### src/rtl/int_ctrl_if.sv
// Core-side bus of the interrupt controller: request lines, RETI/boundary
// handshake, context to save, and the redirect/restore results.
interface int_ctrl_if #(
    parameter int NIRQ  = 4,
    parameter int DEPTH = 4
);
    localparam int SP_W = $clog2(DEPTH) + 1;

    logic [NIRQ-1:0] irq_i;
    logic [NIRQ-1:0] mask_i;
    logic            ei_i;
    logic            di_i;
    logic            boundary_i;
    logic            reti_i;
    logic [11:0]     pc_i;
    logic            c_i;
    logic            z_i;

    logic            take_o;
    logic            restore_o;
    logic [11:0]     pc_o;
    logic            c_o;
    logic            z_o;
    logic            ie_o;
    logic [SP_W-1:0] depth_o;
    logic            err_o;

    modport master (
        output irq_i, mask_i, ei_i, di_i, boundary_i, reti_i, pc_i, c_i, z_i,
        input  take_o, restore_o, pc_o, c_o, z_o, ie_o, depth_o, err_o
    );

    modport slave (
        input  irq_i, mask_i, ei_i, di_i, boundary_i, reti_i, pc_i, c_i, z_i,
        output take_o, restore_o, pc_o, c_o, z_o, ie_o, depth_o, err_o
    );
endinterface

### src/rtl/int_ctrl.sv
// Nestable prioritised interrupt controller: latches request edges, pushes
// {PC, C, Z} on a take, supplies the vector, and pops the context on RETI.
module int_ctrl #(
    parameter int          NIRQ     = 4,
    parameter int          DEPTH    = 4,
    parameter logic [11:0] VEC_BASE = 12'hF00
) (
    input  logic      clk,
    input  logic      rst,
    input  logic      cen,
    int_ctrl_if.slave bus
);
    localparam int IDX_W = (NIRQ > 1) ? $clog2(NIRQ) : 1;
    localparam int AW    = $clog2(DEPTH);
    localparam int SP_W  = AW + 1;

    typedef enum logic [1:0] {
        ST_IDLE   = 2'd0,
        ST_VECTOR = 2'd1,
        ST_RETURN = 2'd2
    } state_t;

    state_t           state_r;
    state_t           state_nxt_s;
    logic [NIRQ-1:0]  pend_r;
    logic [NIRQ-1:0]  irq_prev_r;
    logic             ie_r;
    logic             err_r;
    logic [SP_W-1:0]  sp_r;
    logic [IDX_W-1:0] idx_r;
    logic [11:0]      pop_pc_r;
    logic             pop_c_r;
    logic             pop_z_r;
    logic [13:0]      stack_r [DEPTH];

    logic [NIRQ-1:0]  eligible_s;
    logic [NIRQ-1:0]  edge_s;
    logic [NIRQ-1:0]  clr_s;
    logic [NIRQ-1:0]  pend_nxt_s;
    logic [IDX_W-1:0] win_s;
    logic             stack_full_s;
    logic             stack_empty_s;
    logic             take_s;
    logic             pop_s;
    logic             reti_err_s;
    logic             ie_nxt_s;
    logic [AW-1:0]    push_idx_s;
    logic [AW-1:0]    pop_idx_s;
    logic             take_out_s;
    logic             rest_out_s;
    logic [11:0]      pc_out_s;

    // Vector address for an irq index; wraps within the 12-bit PC space.
    function automatic logic [11:0] vec_addr_f(input logic [IDX_W-1:0] idx);
        logic [11:0] off;
        off = 12'(idx) << 2;
        return VEC_BASE + off;
    endfunction

    // Stack pointer decode: sp_r counts entries, so the top lives at sp_r-1.
    always_comb begin
        stack_full_s  = (sp_r == SP_W'(DEPTH));
        stack_empty_s = (sp_r == '0);
        push_idx_s    = sp_r[AW-1:0];
        pop_idx_s     = sp_r[AW-1:0] - AW'(1);
    end

    // Priority pick: scanning downwards leaves the lowest eligible index.
    always_comb begin
        eligible_s = pend_r & bus.mask_i;
        win_s      = '0;
        for (int k = NIRQ - 1; k >= 0; k--) begin
            if (eligible_s[k]) begin
                win_s = IDX_W'(k);
            end else begin
                win_s = win_s;
            end
        end
    end

    // Next-state decode; RETI is checked first so it beats a pending take.
    always_comb begin
        state_nxt_s = state_r;
        take_s      = 1'b0;
        pop_s       = 1'b0;
        reti_err_s  = 1'b0;
        case (state_r)
            ST_IDLE: begin
                if (bus.reti_i) begin
                    if (!stack_empty_s) begin
                        pop_s       = 1'b1;
                        state_nxt_s = ST_RETURN;
                    end else begin
                        reti_err_s  = 1'b1;
                    end
                end else if (ie_r && bus.boundary_i && (|eligible_s) && !stack_full_s) begin
                    take_s      = 1'b1;
                    state_nxt_s = ST_VECTOR;
                end else begin
                    state_nxt_s = ST_IDLE;
                end
            end
            ST_VECTOR: state_nxt_s = ST_IDLE;
            ST_RETURN: state_nxt_s = ST_IDLE;
            default:   state_nxt_s = ST_IDLE;
        endcase
    end

    // Pending and IE update; a fresh edge beats the take clear on the same bit.
    always_comb begin
        edge_s = bus.irq_i & ~irq_prev_r;
        clr_s  = '0;
        if (take_s) begin
            clr_s[win_s] = 1'b1;
        end else begin
            clr_s = '0;
        end
        pend_nxt_s = (pend_r & ~clr_s) | edge_s;

        if (take_s) begin
            ie_nxt_s = 1'b0;
        end else if (pop_s) begin
            ie_nxt_s = 1'b1;
        end else if (bus.di_i) begin
            ie_nxt_s = 1'b0;
        end else if (bus.ei_i) begin
            ie_nxt_s = 1'b1;
        end else begin
            ie_nxt_s = ie_r;
        end
    end

    // Control state, pending, IE, stack pointer and popped-context register.
    always_ff @(posedge clk) begin
        if (rst) begin
            state_r    <= ST_IDLE;
            pend_r     <= '0;
            irq_prev_r <= '0;
            ie_r       <= 1'b0;
            err_r      <= 1'b0;
            sp_r       <= '0;
            idx_r      <= '0;
            pop_pc_r   <= 12'h000;
            pop_c_r    <= 1'b0;
            pop_z_r    <= 1'b0;
        end else if (cen) begin
            state_r    <= state_nxt_s;
            pend_r     <= pend_nxt_s;
            irq_prev_r <= bus.irq_i;
            ie_r       <= ie_nxt_s;
            if (reti_err_s) begin
                err_r <= 1'b1;
            end
            if (take_s) begin
                sp_r  <= sp_r + SP_W'(1);
                idx_r <= win_s;
            end else if (pop_s) begin
                sp_r                          <= sp_r - SP_W'(1);
                {pop_pc_r, pop_c_r, pop_z_r}  <= stack_r[pop_idx_s];
            end
        end
    end

    // Context stack storage, written only on a take.
    always_ff @(posedge clk) begin
        if (rst) begin
            for (int i = 0; i < DEPTH; i++) begin
                stack_r[i] <= 14'h0000;
            end
        end else if (cen && take_s) begin
            stack_r[push_idx_s] <= {bus.pc_i, bus.c_i, bus.z_i};
        end
    end

    // Output decode; pulses are suppressed while the clock enable is low.
    always_comb begin
        take_out_s = cen & (state_r == ST_VECTOR);
        rest_out_s = cen & (state_r == ST_RETURN);
        if (take_out_s) begin
            pc_out_s = vec_addr_f(idx_r);
        end else if (rest_out_s) begin
            pc_out_s = pop_pc_r;
        end else begin
            pc_out_s = 12'h000;
        end
    end

    assign bus.take_o    = take_out_s;
    assign bus.restore_o = rest_out_s;
    assign bus.pc_o      = pc_out_s;
    assign bus.c_o       = rest_out_s & pop_c_r;
    assign bus.z_o       = rest_out_s & pop_z_r;
    assign bus.ie_o      = ie_r;
    assign bus.depth_o   = sp_r;
    assign bus.err_o     = err_r;

endmodule

### src/flat_wrapper.sv
// flat-port wrapper written by rule: the top's interface ports become plain ports
module int_ctrl_flat 
#(
    parameter int          NIRQ     = 4,
    parameter int          DEPTH    = 4,
    parameter logic [11:0] VEC_BASE = 12'hF00
)
  (clk, rst, cen, bus_irq_i, bus_mask_i, bus_ei_i, bus_di_i, bus_boundary_i, bus_reti_i, bus_pc_i, bus_c_i, bus_z_i, bus_take_o, bus_restore_o, bus_pc_o, bus_c_o, bus_z_o, bus_ie_o, bus_depth_o, bus_err_o);
  int_ctrl_if #(.NIRQ(NIRQ), .DEPTH(DEPTH)) bus_i ();
  input  logic clk;
  input  logic rst;
  input  logic cen;
  input wire logic [$bits(bus_i.irq_i)-1:0] bus_irq_i;
  input wire logic [$bits(bus_i.mask_i)-1:0] bus_mask_i;
  input wire logic [$bits(bus_i.ei_i)-1:0] bus_ei_i;
  input wire logic [$bits(bus_i.di_i)-1:0] bus_di_i;
  input wire logic [$bits(bus_i.boundary_i)-1:0] bus_boundary_i;
  input wire logic [$bits(bus_i.reti_i)-1:0] bus_reti_i;
  input wire logic [$bits(bus_i.pc_i)-1:0] bus_pc_i;
  input wire logic [$bits(bus_i.c_i)-1:0] bus_c_i;
  input wire logic [$bits(bus_i.z_i)-1:0] bus_z_i;
  output wire logic [$bits(bus_i.take_o)-1:0] bus_take_o;
  output wire logic [$bits(bus_i.restore_o)-1:0] bus_restore_o;
  output wire logic [$bits(bus_i.pc_o)-1:0] bus_pc_o;
  output wire logic [$bits(bus_i.c_o)-1:0] bus_c_o;
  output wire logic [$bits(bus_i.z_o)-1:0] bus_z_o;
  output wire logic [$bits(bus_i.ie_o)-1:0] bus_ie_o;
  output wire logic [$bits(bus_i.depth_o)-1:0] bus_depth_o;
  output wire logic [$bits(bus_i.err_o)-1:0] bus_err_o;
  assign bus_i.irq_i = bus_irq_i;
  assign bus_i.mask_i = bus_mask_i;
  assign bus_i.ei_i = bus_ei_i;
  assign bus_i.di_i = bus_di_i;
  assign bus_i.boundary_i = bus_boundary_i;
  assign bus_i.reti_i = bus_reti_i;
  assign bus_i.pc_i = bus_pc_i;
  assign bus_i.c_i = bus_c_i;
  assign bus_i.z_i = bus_z_i;
  assign bus_take_o = bus_i.take_o;
  assign bus_restore_o = bus_i.restore_o;
  assign bus_pc_o = bus_i.pc_o;
  assign bus_c_o = bus_i.c_o;
  assign bus_z_o = bus_i.z_o;
  assign bus_ie_o = bus_i.ie_o;
  assign bus_depth_o = bus_i.depth_o;
  assign bus_err_o = bus_i.err_o;
  int_ctrl #(.NIRQ(NIRQ), .DEPTH(DEPTH), .VEC_BASE(VEC_BASE)) u_core (.clk(clk), .rst(rst), .cen(cen), .bus(bus_i));
endmodule
### config.mk
export PLATFORM = sky130hd
export DESIGN_NAME = int_ctrl_flat
export DESIGN_NICKNAME = d
export VERILOG_FILES = /design/src/rtl/int_ctrl_if.sv /design/src/rtl/int_ctrl.sv /design/src/flat_wrapper.sv
export SDC_FILE = /design/constraint.sdc
export NUM_CORES = 1
export LEC_CHECK = 0
export ABC_AREA = 1
export ABC_CLOCK_PERIOD_IN_PS = 6600
export BUFFER_PORTS_ARGS = -buffer_cell sky130_fd_sc_hd__buf_2
export CAP_MARGIN = 20
export CORE_MARGIN = 4
export CORE_UTILIZATION = 40
export DETAILED_ROUTE_END_ITERATION = 16
export PLACE_DENSITY = 0.68
export SYNTH_ARGS = -nofsm -noshare
export SYNTH_HDL_FRONTEND = slang
export SYNTH_SLANG_ARGS = --single-unit
### constraint.sdc
create_clock -name clk -period 6.6 [get_ports clk]
set_input_delay 0 -clock clk [delete_from_list [all_inputs] [get_ports clk]]
set_output_delay 0 -clock clk [all_outputs]
set_load 0.005 [all_outputs]
* Word-level counts from Yosys, hierarchy flattened
Memory sizes are Yosys's and may differ from the RTL's. A register that Yosys moved wholly into a read port is not among the register bits. Index checks and enable logic that the tools add are counted.
Word-level totals: register bits 17, bits in writable memories 56, output and inout port bits 21, logic and storage cells 83, memories 1
Operators by class: $add $sub $neg 4, order comparisons 2, equality and inequality tests 4, muxes and demuxes 36, bitwise gates (word level) 11, reductions and logical operators 18
Memories:
- u_core.stack_r | depth 4, width 14, read ports 1, clocked after Yosys merged registers in 1, wr ports 4, RTL line int_ctrl.sv:34 | logic [13:0] stack_r [DEPTH];
Operator list (count):
- 12-bit two-way mux | 2
- 1-bit two-way mux | 21
- 2-bit two-way mux | 8
- 14-bit two-way mux | 1
- 14-bit OR reduction | 1
- 4-bit bitwise AND | 3
- 9-bit by 5-bit adder with 10-bit output, first input constant | 1
- 2-bit AND reduction | 5
- 4-bit NOT | 2
- 3-bit two-way mux | 2
- 1-bit logical AND | 5
- 1-bit bitwise AND | 4
- 4-bit two-way mux | 1
- 4-bit OR | 1
- 4-bit nonzero test | 1
- 4-bit OR reduction | 1
- 3-bit by 1-bit adder with 3-bit output, second input constant | 1
- 3-bit equality test, second input constant | 1
- 3-bit zero test | 1
- 2-bit by 3-bit less-than comparator with 1-bit output, second input constant | 1
- 3-bit != test, second input constant | 1
- 3-bit AND reduction | 1
- 3-bit by 1-bit subtractor with 3-bit output, second input constant | 1
- 1-bit demux with 2-bit select | 1
- 8 further kinds | 8

* Logic depth before layout (Yosys ltp)
depth in word-level cells 13, depth in mapped cells 15, gate-level depth less buffers 13

* Least setup slack after synthesis
OpenSTA, ideal clock, no wires.
path kind flip-flop to flip-flop, start register u_core.sp_r[0] (netlist: u_core.bus.depth_o[0]), end memory u_core.stack_r[2][0], enable pin, library setup time 0.361 ns, arrival 2.246 ns, data required time 6.239 ns, path slack 3.993 ns, cell stages (with the launch flop) 15, path buffers 3, clock period less this slack 2.607 ns, cells stage by stage dfxtp_1 -> buf_2 -> inv_1 -> clkbuf_1 -> ha_1 -> nand2_1 -> nand2_2 -> nor2_4 -> nand3_4 -> clkinv_2 -> nand2_4 -> nor2_8 -> nand2_4 -> buf_6 -> nand2_1
RTL lines:
- start, declared | RTL line int_ctrl.sv:29 | logic [SP_W-1:0] sp_r;
- start signal, assigned | RTL line int_ctrl.sv:155 | sp_r <= sp_r + SP_W'(1);
- start signal, assigned | RTL line int_ctrl.sv:158 | sp_r <= sp_r - SP_W'(1);
- end, declared | RTL line int_ctrl.sv:34

==> flow_summary.json <==
{
  "finalSetupViolations": 0,
  "drive_above_1_share_pct": 16.8,
  "start_kind": "flop",
  "final_common_cell": "nor2_1",
  "syn_area_mm2": 0.00389,
  "start_util_pct": 41.5,
  "grt_pass1_vias": 3069,
  "tns_ps": 0,
  "clock_skew_ps": 11.5,
  "final_core_util_pct": 48.8,
  "critPathKind": "reg -> reg",
  "fin_crit_ps": 2900,
  "io_pins": 50,
  "die_w_um": 107,
  "fin_hold_ws_ps": 11.3,
  "worstSetupEndpointType": "flop",
  "cts-buffers-inserted": 9,
  "syn_inst": 435,
  "grt_max_degree": 35,
  "hold_class": "in -> reg",
  "fp.dieH_um": 107,
  "root_buffer": "clkbuf_8",
  "period_share_pct": 43.9,
  "yosys_register_bits": 87,
  "row_count": 35,
  "yosysUniqueCellTypes": 28,
  "clock-sinks": 87,
  "gp_congestion": 0.823,
  "syn_nets": 466,
  "via_count": 3086,
  "overflow": 0,
  "h-tree-depth": 3,
  "wire_per_inst_um": 14.7,
  "peakVddDrop_uv": 136,
  "cts_resized": 0,
  "synth_warnings": 0,
  "tightest_slew_ps": 831,
  "ys_seq_area_share_pct": 59.2,
  "cp_max_fo": 30,
  "fmax_mhz": 345,
  "total_leakage_power_nw": 1.93,
  "critPathRequiredTime_ps": 6590,
  "core-area_mm2": 0.00937,
  "avgSynthCellArea_um2": 8.94,
  "grt_pass1_wl_um": 15200,
  "area_growth_pct": 17.5,
  "critPathArrivalTime_ps": 2890,
  "clockBufferDepth": 2,
  "post-dp-hpwl_um": 6340,
  "layout_common_cells": "nor2_1 (130), edfxtp_1 (56), nand2_1 (50)",
  "cts_tree": "built",
  "first_pass_iters": 4,
  "maxCapViolCount": 0,
  "clk_pin_slew_ps": 90,
  "route.detailed.drc": 0,
  "drt_iter0_markers": 191,
  "cellPowerDensity_mw_per_mm2": 227,
  "fin_nets": 527,
  "clkLatencyLatePin_ps": 360,
  "track_usage_pct": 17.1,
  "ant_nets": 0,
  "vias_per_cell": 4.90,
  "rsz0062_at_grt": "no",
  "max_slew_margin_pct": 44.5,
  "port-buffer-count": 49,
  "finalMaxSlewViolations": 0,
  "routed_wl_um": 9260,
  "diodes": 0,
  "outcome": "complete, no violations",
  "rrSetupSlack_ps": 3700,
  "hold_viol_final": 0,
  "dieArea_mm2": 0.0114,
  "grt_antenna_before_repair": 0
}
[worst max-delay path: stages, from the launching register on]
cell      delay (ps)
dfxtp_1          330
inv_1            320
ha_1             360
nand2_1           80
nand2_2           60
nor2_4           120
nand3_4          130
clkinv_2         120
nand2_4          160
nor2_8           190
nand2_4          140
nand2_1          510
[power breakdown]
group / internal (mW) / total (mW) / leakage, nW / switching, mW
clock: 0.138 / 0.332 / 0.0712 / 0.194
sequential: 0.597 / 0.606 / 0.831 / 0.00832
combinational: 0.0352 / 0.0993 / 1.03 / 0.0641
[area by class of cell]
cell class	instances	area (µm²)
clock buffers	10	128
clock inverters	6	46.3
fillers	958	4800
inverters	43	163
multi-input cells	285	1320
flip-flops and latches	87	2300
well taps	129	161
repair buffers	70	450
[worst paths after layout]
check,startpoint,cells past startpoint,to
hold / removal,bus_pc_i[6],3,u_core.stack_r[1][8]$_SDFFCE_PN0P_
setup reg to reg,u_core.bus.depth_o[0]$_SDFFE_PP0P_,11,u_core.stack_r[2][7]$_SDFFCE_PN0P_
setup / recovery,u_core.bus.depth_o[0]$_SDFFE_PP0P_,11,u_core.stack_r[2][7]$_SDFFCE_PN0P_
hold reg to reg,u_core.bus.err_o$_SDFFE_PP0P_,2,u_core.bus.err_o$_SDFFE_PP0P_
[through the flow]
step           cells  area, µm²  setup WS, ps  total power, mW
6_report         630       4570          3700             1.04
5_1_grt          630       4570          3450             1.08
4_1_cts          630       4570          3680             1.05
3_5_place_dp     595       4210          3690            0.708
3_3_place_gp     595       4210          3780            0.706
2_1_floorplan    435       3890          3990            0.677
[repair_timing]
action / in CTS / in global routing
hold buffers: 19 / 0
buffers inserted: 0 / 0
hold endpoints to repair: 23 / 0
[cell families after synthesis]
group                    synth area share, %
adder cells (fa/ha/maj)                0.836
AND/OR/NAND/NOR                         22.3
AO/OA/AOI/OAI                           10.9
flip-flops                              59.2
buffers and inverters                   6.85
[metal layers]
| metal | track usage, % | vias to the layer above | routed length (µm) |
|---|---|---|---|
| met5 | 0 | - | 0 |
| met4 | 7.49 | 0 | 259 |
| met3 | 3.61 | 17 | 436 |
| met2 | 27.7 | 86 | 4330 |
| met1 | 22.1 | 1444 | 4230 |
| li1 | - | 1539 | - |
[cell usage after synthesis]
master    count  area [µm²]
edfxtp_1     56        1680
fa_1          1        20.0
buf_6         2        22.5
dfxtp_1      31         621
nor2_2        3        18.8
inv_1        40         150
or2_2         4        25.0
clkbuf_1     11        41.3
clkinv_2      1        5.00
clkinv_1      1        3.75
ha_1          1        12.5
o22ai_1       2        12.5
nand3_4       1        17.5
nor3_2        1        10.0
nor2_4        1        11.3
nor2_1      130         488
nand4_2       1        12.5
buf_4         2        15.0
nand2_2       1        6.26
o21ai_0      49         245
a21oi_1      13        65.1
a31oi_1      16         100
inv_2         1        3.75
nand3_1       7        35.0
buf_2         5        25.0
nand2_4       3        33.8
nor2_8        1        20.0
nand2_1      50         188
[flip-flops by register name (all words and copies together) (netlist names)]
name,count
u_core.irq_prev_r,4
u_core.pend_r,4
u_core.bus.ie_o,1
u_core.pop_z_r,1
u_core.stack_r,56
u_core.pop_c_r,1
u_core.bus.depth_o,3
u_core.state_r,2
u_core.bus.err_o,1
u_core.idx_r,2
u_core.pop_pc_r,12
(Power assumes the default switching activity.)
